<file path="config.mk">
export PLATFORM = sky130hd
export DESIGN_NAME = a4l_slave_regbank
export DESIGN_NICKNAME = d
export VERILOG_FILES = /design/src/rtl/a4l_slave_regbank_pkg.sv /design/src/rtl/a4l_regbank_core.sv /design/src/rtl/a4l_slave_regbank.sv
export SDC_FILE = /design/constraint.sdc
export NUM_CORES = 1
export LEC_CHECK = 0
export ABC_AREA = 1
export BUFFER_PORTS_ARGS = -buffer_cell sky130_fd_sc_hd__buf_2
export CAP_MARGIN = 20
export CORE_ASPECT_RATIO = 0.9
export CORE_MARGIN = 2
export CORE_UTILIZATION = 30
export CTS_BUF_LIST = sky130_fd_sc_hd__clkbuf_8
export DETAILED_ROUTE_END_ITERATION = 8
export SYNTH_ARGS = -nofsm -noshare
export SYNTH_HDL_FRONTEND = slang
export SYNTH_SLANG_ARGS = --single-unit
</file>
<file path="constraint.sdc">
create_clock -name bridge_Clk -period 4.87 [get_ports bridge_Clk]
set_input_delay 0.974 -clock bridge_Clk [delete_from_list [all_inputs] [get_ports bridge_Clk]]
set_output_delay 0.974 -clock bridge_Clk [all_outputs]
set_load 0.05 [all_outputs]
</file>
<file path="src/rtl/a4l_slave_regbank_pkg.sv">
// Shared definitions for the AXI4-Lite register bank: geometry, register
// offsets, response encodings, FSM state types and the address decode rule.
package a4l_slave_regbank_pkg;

  localparam int unsigned ADDR_W   = 20;
  localparam int unsigned DATA_W   = 32;
  localparam int unsigned STRB_W   = DATA_W / 8;
  localparam int unsigned NUM_REGS = 16;
  localparam int unsigned NUM_RW   = NUM_REGS - 2;

  // Byte offsets of the fixed registers inside the 64-byte window
  localparam logic [5:0] OFF_ID   = 6'h00;
  localparam logic [5:0] OFF_CNT  = 6'h04;
  localparam logic [5:0] OFF_CTRL = 6'h08;

  // Word indices derived from the offsets (ADDR[5:2])
  localparam logic [3:0] IDX_ID   = OFF_ID[5:2];
  localparam logic [3:0] IDX_CNT  = OFF_CNT[5:2];
  localparam logic [3:0] IDX_CTRL = OFF_CTRL[5:2];

  localparam logic [1:0] RESP_OKAY   = 2'b00;
  localparam logic [1:0] RESP_SLVERR = 2'b10;

  localparam logic [DATA_W-1:0] ID_VALUE_DEF = 32'h4152_0001;

  typedef enum logic [1:0] {
    W_IDLE,
    W_HAVE_A,
    W_HAVE_D,
    W_RESP
  } wr_state_e;

  typedef enum logic {
    R_IDLE,
    R_RESP
  } rd_state_e;

  // An access is bad if it leaves the 64-byte window, is not word aligned,
  // or is a write aimed at one of the read-only registers (ID, counter).
  function automatic logic addr_err(input logic [ADDR_W-1:0] addr,
                                    input logic              is_write);
    logic out_of_window;
    logic misaligned;
    logic ro_target;
    out_of_window = |addr[ADDR_W-1:6];
    misaligned    = |addr[1:0];
    ro_target     = is_write && (addr[5:2] < IDX_CTRL);
    return out_of_window || misaligned || ro_target;
  endfunction

endpackage

</file>
<file path="src/rtl/a4l_regbank_core.sv">
// Register storage: 14 byte-strobed read/write words, a free-running cycle
// counter and the constant ID word, with one write port and one
// combinational read port.
module a4l_regbank_core
  import a4l_slave_regbank_pkg::*;
#(
  parameter logic [DATA_W-1:0] ID_VALUE = ID_VALUE_DEF
) (
  input  logic              clk_i,
  input  logic              rst_n_i,
  input  logic              we_i,
  input  logic [3:0]        widx_i,
  input  logic [DATA_W-1:0] wdata_i,
  input  logic [STRB_W-1:0] wstrb_i,
  input  logic [3:0]        ridx_i,
  output logic [DATA_W-1:0] rdata_o,
  output logic [DATA_W-1:0] ctrl_o
);

  logic [DATA_W-1:0] rw_q [NUM_RW];
  logic [DATA_W-1:0] cnt_q;
  logic [3:0]        wrel;
  logic [3:0]        rrel;

  // Storage index 0 holds register 2, so rebase both port indices
  assign wrel = widx_i - IDX_CTRL;
  assign rrel = ridx_i - IDX_CTRL;

  // Read/write words: cleared by reset, byte lanes updated under strobe
  always_ff @(posedge clk_i) begin
    if (!rst_n_i) begin
      for (int i = 0; i < NUM_RW; i++) begin
        rw_q[i] <= '0;
      end
    end else if (we_i && (widx_i >= IDX_CTRL)) begin
      for (int b = 0; b < STRB_W; b++) begin
        if (wstrb_i[b]) begin
          rw_q[wrel][8*b +: 8] <= wdata_i[8*b +: 8];
        end
      end
    end
  end

  // Free-running cycle counter, wraps naturally at 2^32
  always_ff @(posedge clk_i) begin
    if (!rst_n_i) begin
      cnt_q <= '0;
    end else begin
      cnt_q <= cnt_q + 1'b1;
    end
  end

  // Combinational read mux over ID, counter and the read/write words
  always_comb begin
    rdata_o = '0;
    unique case (ridx_i)
      IDX_ID:  rdata_o = ID_VALUE;
      IDX_CNT: rdata_o = cnt_q;
      default: rdata_o = rw_q[rrel];
    endcase
  end

  assign ctrl_o = rw_q[0];

endmodule

</file>
<file path="src/rtl/a4l_slave_regbank.sv">
// AXI4-Lite slave front end for the 16-word register bank. Independent
// write (AW/W/B) and read (AR/R) state machines; every output is a flop.
module a4l_slave_regbank
  import a4l_slave_regbank_pkg::*;
#(
  parameter logic [DATA_W-1:0] ID_VALUE = ID_VALUE_DEF
) (
  input  logic              bridge_Clk,
  input  logic              bridge_Reset_n,
  // write address
  input  logic              axiS0_AWVALID,
  output logic              axiS0_AWREADY,
  input  logic [ADDR_W-1:0] axiS0_AWADDR,
  input  logic [2:0]        axiS0_AWPROT,
  // write data
  input  logic              axiS0_WVALID,
  output logic              axiS0_WREADY,
  input  logic [DATA_W-1:0] axiS0_WDATA,
  input  logic [STRB_W-1:0] axiS0_WSTRB,
  // write response
  output logic              axiS0_BVALID,
  input  logic              axiS0_BREADY,
  output logic [1:0]        axiS0_BRESP,
  // read address
  input  logic              axiS0_ARVALID,
  output logic              axiS0_ARREADY,
  input  logic [ADDR_W-1:0] axiS0_ARADDR,
  input  logic [2:0]        axiS0_ARPROT,
  // read data
  output logic              axiS0_RVALID,
  input  logic              axiS0_RREADY,
  output logic [DATA_W-1:0] axiS0_RDATA,
  output logic [1:0]        axiS0_RRESP,
  // register 2 contents
  output logic [DATA_W-1:0] ctrl_out
);

  wr_state_e         wr_state_q;
  logic              awready_q;
  logic              wready_q;
  logic              bvalid_q;
  logic [1:0]        bresp_q;
  logic [ADDR_W-1:0] awaddr_q;
  logic [DATA_W-1:0] wdata_q;
  logic [STRB_W-1:0] wstrb_q;

  rd_state_e         rd_state_q;
  logic              arready_q;
  logic              rvalid_q;
  logic [1:0]        rresp_q;
  logic [DATA_W-1:0] rdata_q;

  logic              aw_hs;
  logic              w_hs;
  logic              ar_hs;
  logic              wr_fire;
  logic              wr_err;
  logic              rd_err;
  logic [ADDR_W-1:0] wr_addr_sel;
  logic [DATA_W-1:0] wr_data_sel;
  logic [STRB_W-1:0] wr_strb_sel;
  logic              core_we;
  logic [DATA_W-1:0] core_rdata;

  // Protection bits carry no meaning for this bank
  logic unused_prot;
  assign unused_prot = ^{axiS0_AWPROT, axiS0_ARPROT};

  assign aw_hs = axiS0_AWVALID && awready_q;
  assign w_hs  = axiS0_WVALID  && wready_q;
  assign ar_hs = axiS0_ARVALID && arready_q;

  // Write commit: fires on the edge that completes the AW/W pair, taking
  // whichever half arrives now straight from the bus and the other from
  // the holding registers
  always_comb begin
    wr_addr_sel = aw_hs ? axiS0_AWADDR : awaddr_q;
    wr_data_sel = w_hs  ? axiS0_WDATA  : wdata_q;
    wr_strb_sel = w_hs  ? axiS0_WSTRB  : wstrb_q;
    wr_fire     = 1'b0;
    unique case (wr_state_q)
      W_IDLE:   wr_fire = aw_hs && w_hs;
      W_HAVE_A: wr_fire = w_hs;
      W_HAVE_D: wr_fire = aw_hs;
      default:  wr_fire = 1'b0;
    endcase
    wr_err  = addr_err(wr_addr_sel, 1'b1);
    core_we = wr_fire && !wr_err;
  end

  assign rd_err = addr_err(axiS0_ARADDR, 1'b0);

  // Holding registers for a beat that arrives before its partner
  always_ff @(posedge bridge_Clk) begin
    if (aw_hs) begin
      awaddr_q <= axiS0_AWADDR;
    end
    if (w_hs) begin
      wdata_q <= axiS0_WDATA;
      wstrb_q <= axiS0_WSTRB;
    end
  end

  // Write FSM: captures AW and W in any order, then holds B until BREADY
  always_ff @(posedge bridge_Clk) begin
    if (!bridge_Reset_n) begin
      wr_state_q <= W_IDLE;
      awready_q  <= 1'b0;
      wready_q   <= 1'b0;
      bvalid_q   <= 1'b0;
      bresp_q    <= RESP_OKAY;
    end else begin
      unique case (wr_state_q)
        W_IDLE: begin
          if (aw_hs && w_hs) begin
            wr_state_q <= W_RESP;
            awready_q  <= 1'b0;
            wready_q   <= 1'b0;
            bvalid_q   <= 1'b1;
            bresp_q    <= wr_err ? RESP_SLVERR : RESP_OKAY;
          end else if (aw_hs) begin
            wr_state_q <= W_HAVE_A;
            awready_q  <= 1'b0;
            wready_q   <= 1'b1;
          end else if (w_hs) begin
            wr_state_q <= W_HAVE_D;
            awready_q  <= 1'b1;
            wready_q   <= 1'b0;
          end else begin
            awready_q  <= 1'b1;
            wready_q   <= 1'b1;
          end
        end
        W_HAVE_A: begin
          if (w_hs) begin
            wr_state_q <= W_RESP;
            wready_q   <= 1'b0;
            bvalid_q   <= 1'b1;
            bresp_q    <= wr_err ? RESP_SLVERR : RESP_OKAY;
          end
        end
        W_HAVE_D: begin
          if (aw_hs) begin
            wr_state_q <= W_RESP;
            awready_q  <= 1'b0;
            bvalid_q   <= 1'b1;
            bresp_q    <= wr_err ? RESP_SLVERR : RESP_OKAY;
          end
        end
        W_RESP: begin
          if (axiS0_BREADY) begin
            wr_state_q <= W_IDLE;
            bvalid_q   <= 1'b0;
            awready_q  <= 1'b1;
            wready_q   <= 1'b1;
          end
        end
        default: begin
          wr_state_q <= W_IDLE;
          awready_q  <= 1'b0;
          wready_q   <= 1'b0;
          bvalid_q   <= 1'b0;
        end
      endcase
    end
  end

  // Read FSM: samples data and response at AR acceptance, holds until RREADY
  always_ff @(posedge bridge_Clk) begin
    if (!bridge_Reset_n) begin
      rd_state_q <= R_IDLE;
      arready_q  <= 1'b0;
      rvalid_q   <= 1'b0;
      rresp_q    <= RESP_OKAY;
      rdata_q    <= '0;
    end else begin
      unique case (rd_state_q)
        R_IDLE: begin
          if (ar_hs) begin
            rd_state_q <= R_RESP;
            arready_q  <= 1'b0;
            rvalid_q   <= 1'b1;
            rresp_q    <= rd_err ? RESP_SLVERR : RESP_OKAY;
            rdata_q    <= rd_err ? '0 : core_rdata;
          end else begin
            arready_q  <= 1'b1;
          end
        end
        R_RESP: begin
          if (axiS0_RREADY) begin
            rd_state_q <= R_IDLE;
            rvalid_q   <= 1'b0;
            arready_q  <= 1'b1;
          end
        end
        default: begin
          rd_state_q <= R_IDLE;
          arready_q  <= 1'b0;
          rvalid_q   <= 1'b0;
        end
      endcase
    end
  end

  a4l_regbank_core #(
    .ID_VALUE (ID_VALUE)
  ) u_core (
    .clk_i   (bridge_Clk),
    .rst_n_i (bridge_Reset_n),
    .we_i    (core_we),
    .widx_i  (wr_addr_sel[5:2]),
    .wdata_i (wr_data_sel),
    .wstrb_i (wr_strb_sel),
    .ridx_i  (axiS0_ARADDR[5:2]),
    .rdata_o (core_rdata),
    .ctrl_o  (ctrl_out)
  );

  assign axiS0_AWREADY = awready_q;
  assign axiS0_WREADY  = wready_q;
  assign axiS0_BVALID  = bvalid_q;
  assign axiS0_BRESP   = bresp_q;
  assign axiS0_ARREADY = arready_q;
  assign axiS0_RVALID  = rvalid_q;
  assign axiS0_RRESP   = rresp_q;
  assign axiS0_RDATA   = rdata_q;

endmodule

</file>
==> Flow_metrics.wiki <==
{| class="wikitable"
! Metric !! Value
|-
| Number of buffers created by CTS || 103
|-
| Commonest cells in the synthesized netlist || nand2_1, nor2_1, edfxtp_1, inv_1, nand3_1
|-
| Amount of wire on met3 after detailed routing || 8.38 mm
|-
| Worst endpoint data arrival time || 3.82 ns
|-
| Met2 wire length || 39.0 mm
|-
| Uppermost signal routing layer after detailed routing || met5
|-
| Net switching component of the power || 5.04 mW
|-
| Power density over the cells || 429 mW/mm²
|-
| Unrepaired setup endpoints after global routing || no
|-
| Number of DRC violations after detailed routing || 0
|-
| Data required time of the worst path || 5.26 ns
|-
| Number of vias per cell || 4.81
|-
| Final cell area excluding filler cells || 0.0341 mm²
|-
| Flop pwr share || 0.443
|-
| Largest area contributor in the netlist || edfxtp_1
|-
| Number of unique standard cell types used by synthesis || 36
|-
| Global route total overflow || 0
|-
| End-of-flow core utilization || 0.348
|-
| Maximum fanout encountered on the critical timing path || 33
|-
| Met1 WL || 39.7 mm
|-
| Most frequent cell after synthesis || nand2_1
|-
| Biggest area contributors in the synthesized netlist || edfxtp_1, nand2_1, dfxtp_1
|-
| Final worst path period share || 0.703
|-
| Leakage Power || 14.9 nW
|-
| Asr flop ratio synth || 0
|-
| Minimum period implied by the final worst setup slack || 3.42 ns
|-
| Post-detailed-route wirelength per cell || 18.3 µm
|-
| Most common flop cell mapped by yosys || edfxtp_1
|-
| Final wirelength || 88.8 mm
|-
| Max rail drop VDD || 0.278 mV
|-
| Cell area reported after detailed placement || 0.0320 mm²
|-
| Switching part of the total || 0.344
|-
| Area of the mapped netlist || 0.0296 mm²
|-
| Filler cells || 10075
|-
| Wire length of the first global-routing pass || 132 mm
|-
| Number of hold-repair buffers added at the cts stage || 0
|-
| Drt first-iter violations || 2298
|-
| Number of vias after detailed routing || 23384
|-
| Clock tree from TritonCTS || done
|-
| DIE AREA || 0.101 mm²
|-
| Relative slew slack || 0.266
|-
| Worst skew pair latency || 0.75 ns
|-
| Setup crit start || axiS0_AWVALID
|-
| Sort of element at the start of the critical path || input port
|-
| Setup repair bufs after CTS || 0
|-
| Final-layout worst hold slack || 0.458 ns
|-
| Outcome || finished, final reports clean
|-
| # placed instances || 4664
|-
| Input/output buffers || 153
|-
| Type of the worst setup path || input port to flip-flop
|-
| Final-layout setup total negative slack || 0 ns
|-
| Total track usage || 0.172
|-
| Pin count of the biggest net entering global routing || 136
|-
| Capturing element type of the critical path || flip-flop
|-
| Floorplan row count || 109
|-
| Fraction of final layout cells sized beyond drive strength 1 || 0.138
|-
| Initial cell density of the core || 0.302
|-
| H-tree level count || 3
|-
| Post-Layout Cell Count || 4861
|-
| Antenna-violating nets left || 0
|-
| Count of final hold-check violations || 0
|-
| Sequential cell area fraction in the yosys report || 0.608
|-
| Number of enable-type register cells in the synthesized netlist || 512
|-
| Weighted congestion reported at the end of routability-driven placement || 0.866
|-
| Number of nets at the end of the flow || 3593
|-
| Highest achievable clock rate || 0.292 GHz
|-
| Combinational group share of total power || 0.232
|-
| Number of gates given a new drive strength after cts || 0
|-
| Clk_skew || 0.0534 ns
|-
| Number of synthesized register bits || 642
|-
| Post-synthesis instance total || 3339
|-
| Vias in the first global route || 21600
|-
| Transition time at the pin with the least slew margin || 1.10 ns
|-
| Mean Syn Cell Area || 8.85 µm²
|-
| Antenna violations before repair || 7
|-
| Die height || 302 µm
|-
| Launch point of the worst hold path || awaddr_q[16]
|-
| Total of warnings raised by yosys || 0
|-
| Pre-antenna DRT Iters || 5
|-
| Internal power consumption || 9.59 mW
|-
| Core Area || 0.0979 mm²
|-
| Worst flop-to-flop path startpoint || axiS0_AWREADY
|-
| Max-capacitance violation count || 0
|-
| Area overhead of the layout relative to synthesis || 15.4%
|-
| Hold crit path type || flip-flop to flip-flop
|-
| Setup violation total in the final timing report || 0
|-
| Horiz. Die Dim || 335 µm
|-
| Maximum clock path buffer count || 3
|-
| DPL Wire Length || 57.9 mm
|-
| Worst-path clk slew || 0.06 ns
|-
| Clk pwr share || 0.325
|-
| Area share of the leading cell type in the synthesized netlist || 0.520
|-
| Clock Root Buffer || clkbuf_8
|-
| Final count of pins violating max slew || 0
|-
| Clock tree sinks || 642
|-
| I/O pin cnt || 162
|}
==> cells by family (layout without fill, tap and decap cells) <==
family / after synthesis / in the layout / share of synthesized area
xor+xnor: 10 / 10 / 0.00296
buf+inv: 516 / 758 / 0.0674
compound gates: 195 / 195 / 0.0345
fa+ha+maj: 11 / 11 / 0.00466
flops: 642 / 642 / 0.608
other cells: 1 / 5 / 0.000127
simple gates: 1964 / 1964 / 0.282
==> registers in the layout, indices dropped and copies added (netlist names) <==
| signal | flops |
|---|---|
| awaddr_q | 20 |
| axiS0_ARREADY | 1 |
| axiS0_AWREADY | 1 |
| axiS0_BRESP | 1 |
| axiS0_BVALID | 1 |
| axiS0_RDATA | 32 |
| axiS0_RRESP | 1 |
| axiS0_RVALID | 1 |
| axiS0_WREADY | 1 |
| rd_state_q | 1 |
| u_core.cnt_q | 32 |
| u_core.rw_q | 512 |
| wdata_q | 32 |
| wr_state_q | 2 |
| wstrb_q | 4 |
==> power groups by stage <==
stage / Clock (mW) / Combinational [mW] / Sequential (mW)
detailed placement: 0 / 3.35 / 6.60
global placement: 0 / 3.33 / 6.59
finish: 4.75 / 3.39 / 6.48
CTS: 4.81 / 3.36 / 6.48
floorplan: 0 / 1.83 / 6.66
global route: 5.05 / 3.63 / 6.52
==> final timing paths <==
| path | slack (ns) | cells after the start | to |
|---|---|---|---|
| max reg2reg | 1.46 | 11 | u_core.rw_q[11][12] |
| min reg2reg | 0.46 | 2 | awaddr_q[16] |
| max | 1.45 | 12 | u_core.rw_q[11][12] |
| min | 0.46 | 2 | awaddr_q[16] |
==> worst max-delay path, cell delays in order <==
cell and delay, ns:
buf_2 0.09, nand2_1 0.29, buf_4 0.38, nand2_1 0.08, o21ai_1 0.11, nand2_1 0.08, nor2_1 0.15, nand3_1 0.14
nor2_4 0.30, buf_12 0.27, nand4_1 0.42, nand2_1 0.50
==> metal layers <==
layer  GRT usage  vias up
li1            -    11178
met3      0.0391      134
met4      0.0424        6
met2       0.264      996
met5           0        -
met1       0.246    11070
==> placed cells by master (no fill, tap or decap), drive strengths merged, types with 3 or more instances in the layout <==
cell	instances
diode	3
a22oi	7
dfxtp	130
o21ai	88
inv	374
xor2	8
nand3	311
bufinv	3
nand4	77
nor3	22
ha	11
buf	233
clkbuf	125
edfxtp	512
clkinv	21
or2	43
nor2	587
nand2	921
a21oi	93
==> metrics by stage <==
| stage | power, mW | setup slack [ns] |
|---|---|---|
| 2_1_floorplan | 8.48 | 1.50 |
| 4_1_cts | 14.7 | 1.47 |
| 3_3_place_gp | 9.92 | 0.804 |
| 3_5_place_dp | 9.94 | 0.761 |
| 5_1_grt | 15.2 | 1.21 |
| 6_report | 14.6 | 1.45 |
==> final cells by class <==
class                      instances  area, µm²  share of cell area
sequential                       642      18000               0.527
multi-input combinational       2182       9710               0.285
clock buffer                     125       1720              0.0504
tap                             1276       1600              0.0468
timing repair buffer             233       1450              0.0426
inverter                         331       1250              0.0366
clock inverter                    69        392              0.0115
antenna                            3       7.51            0.000220
(Power assumes the default switching activity.)
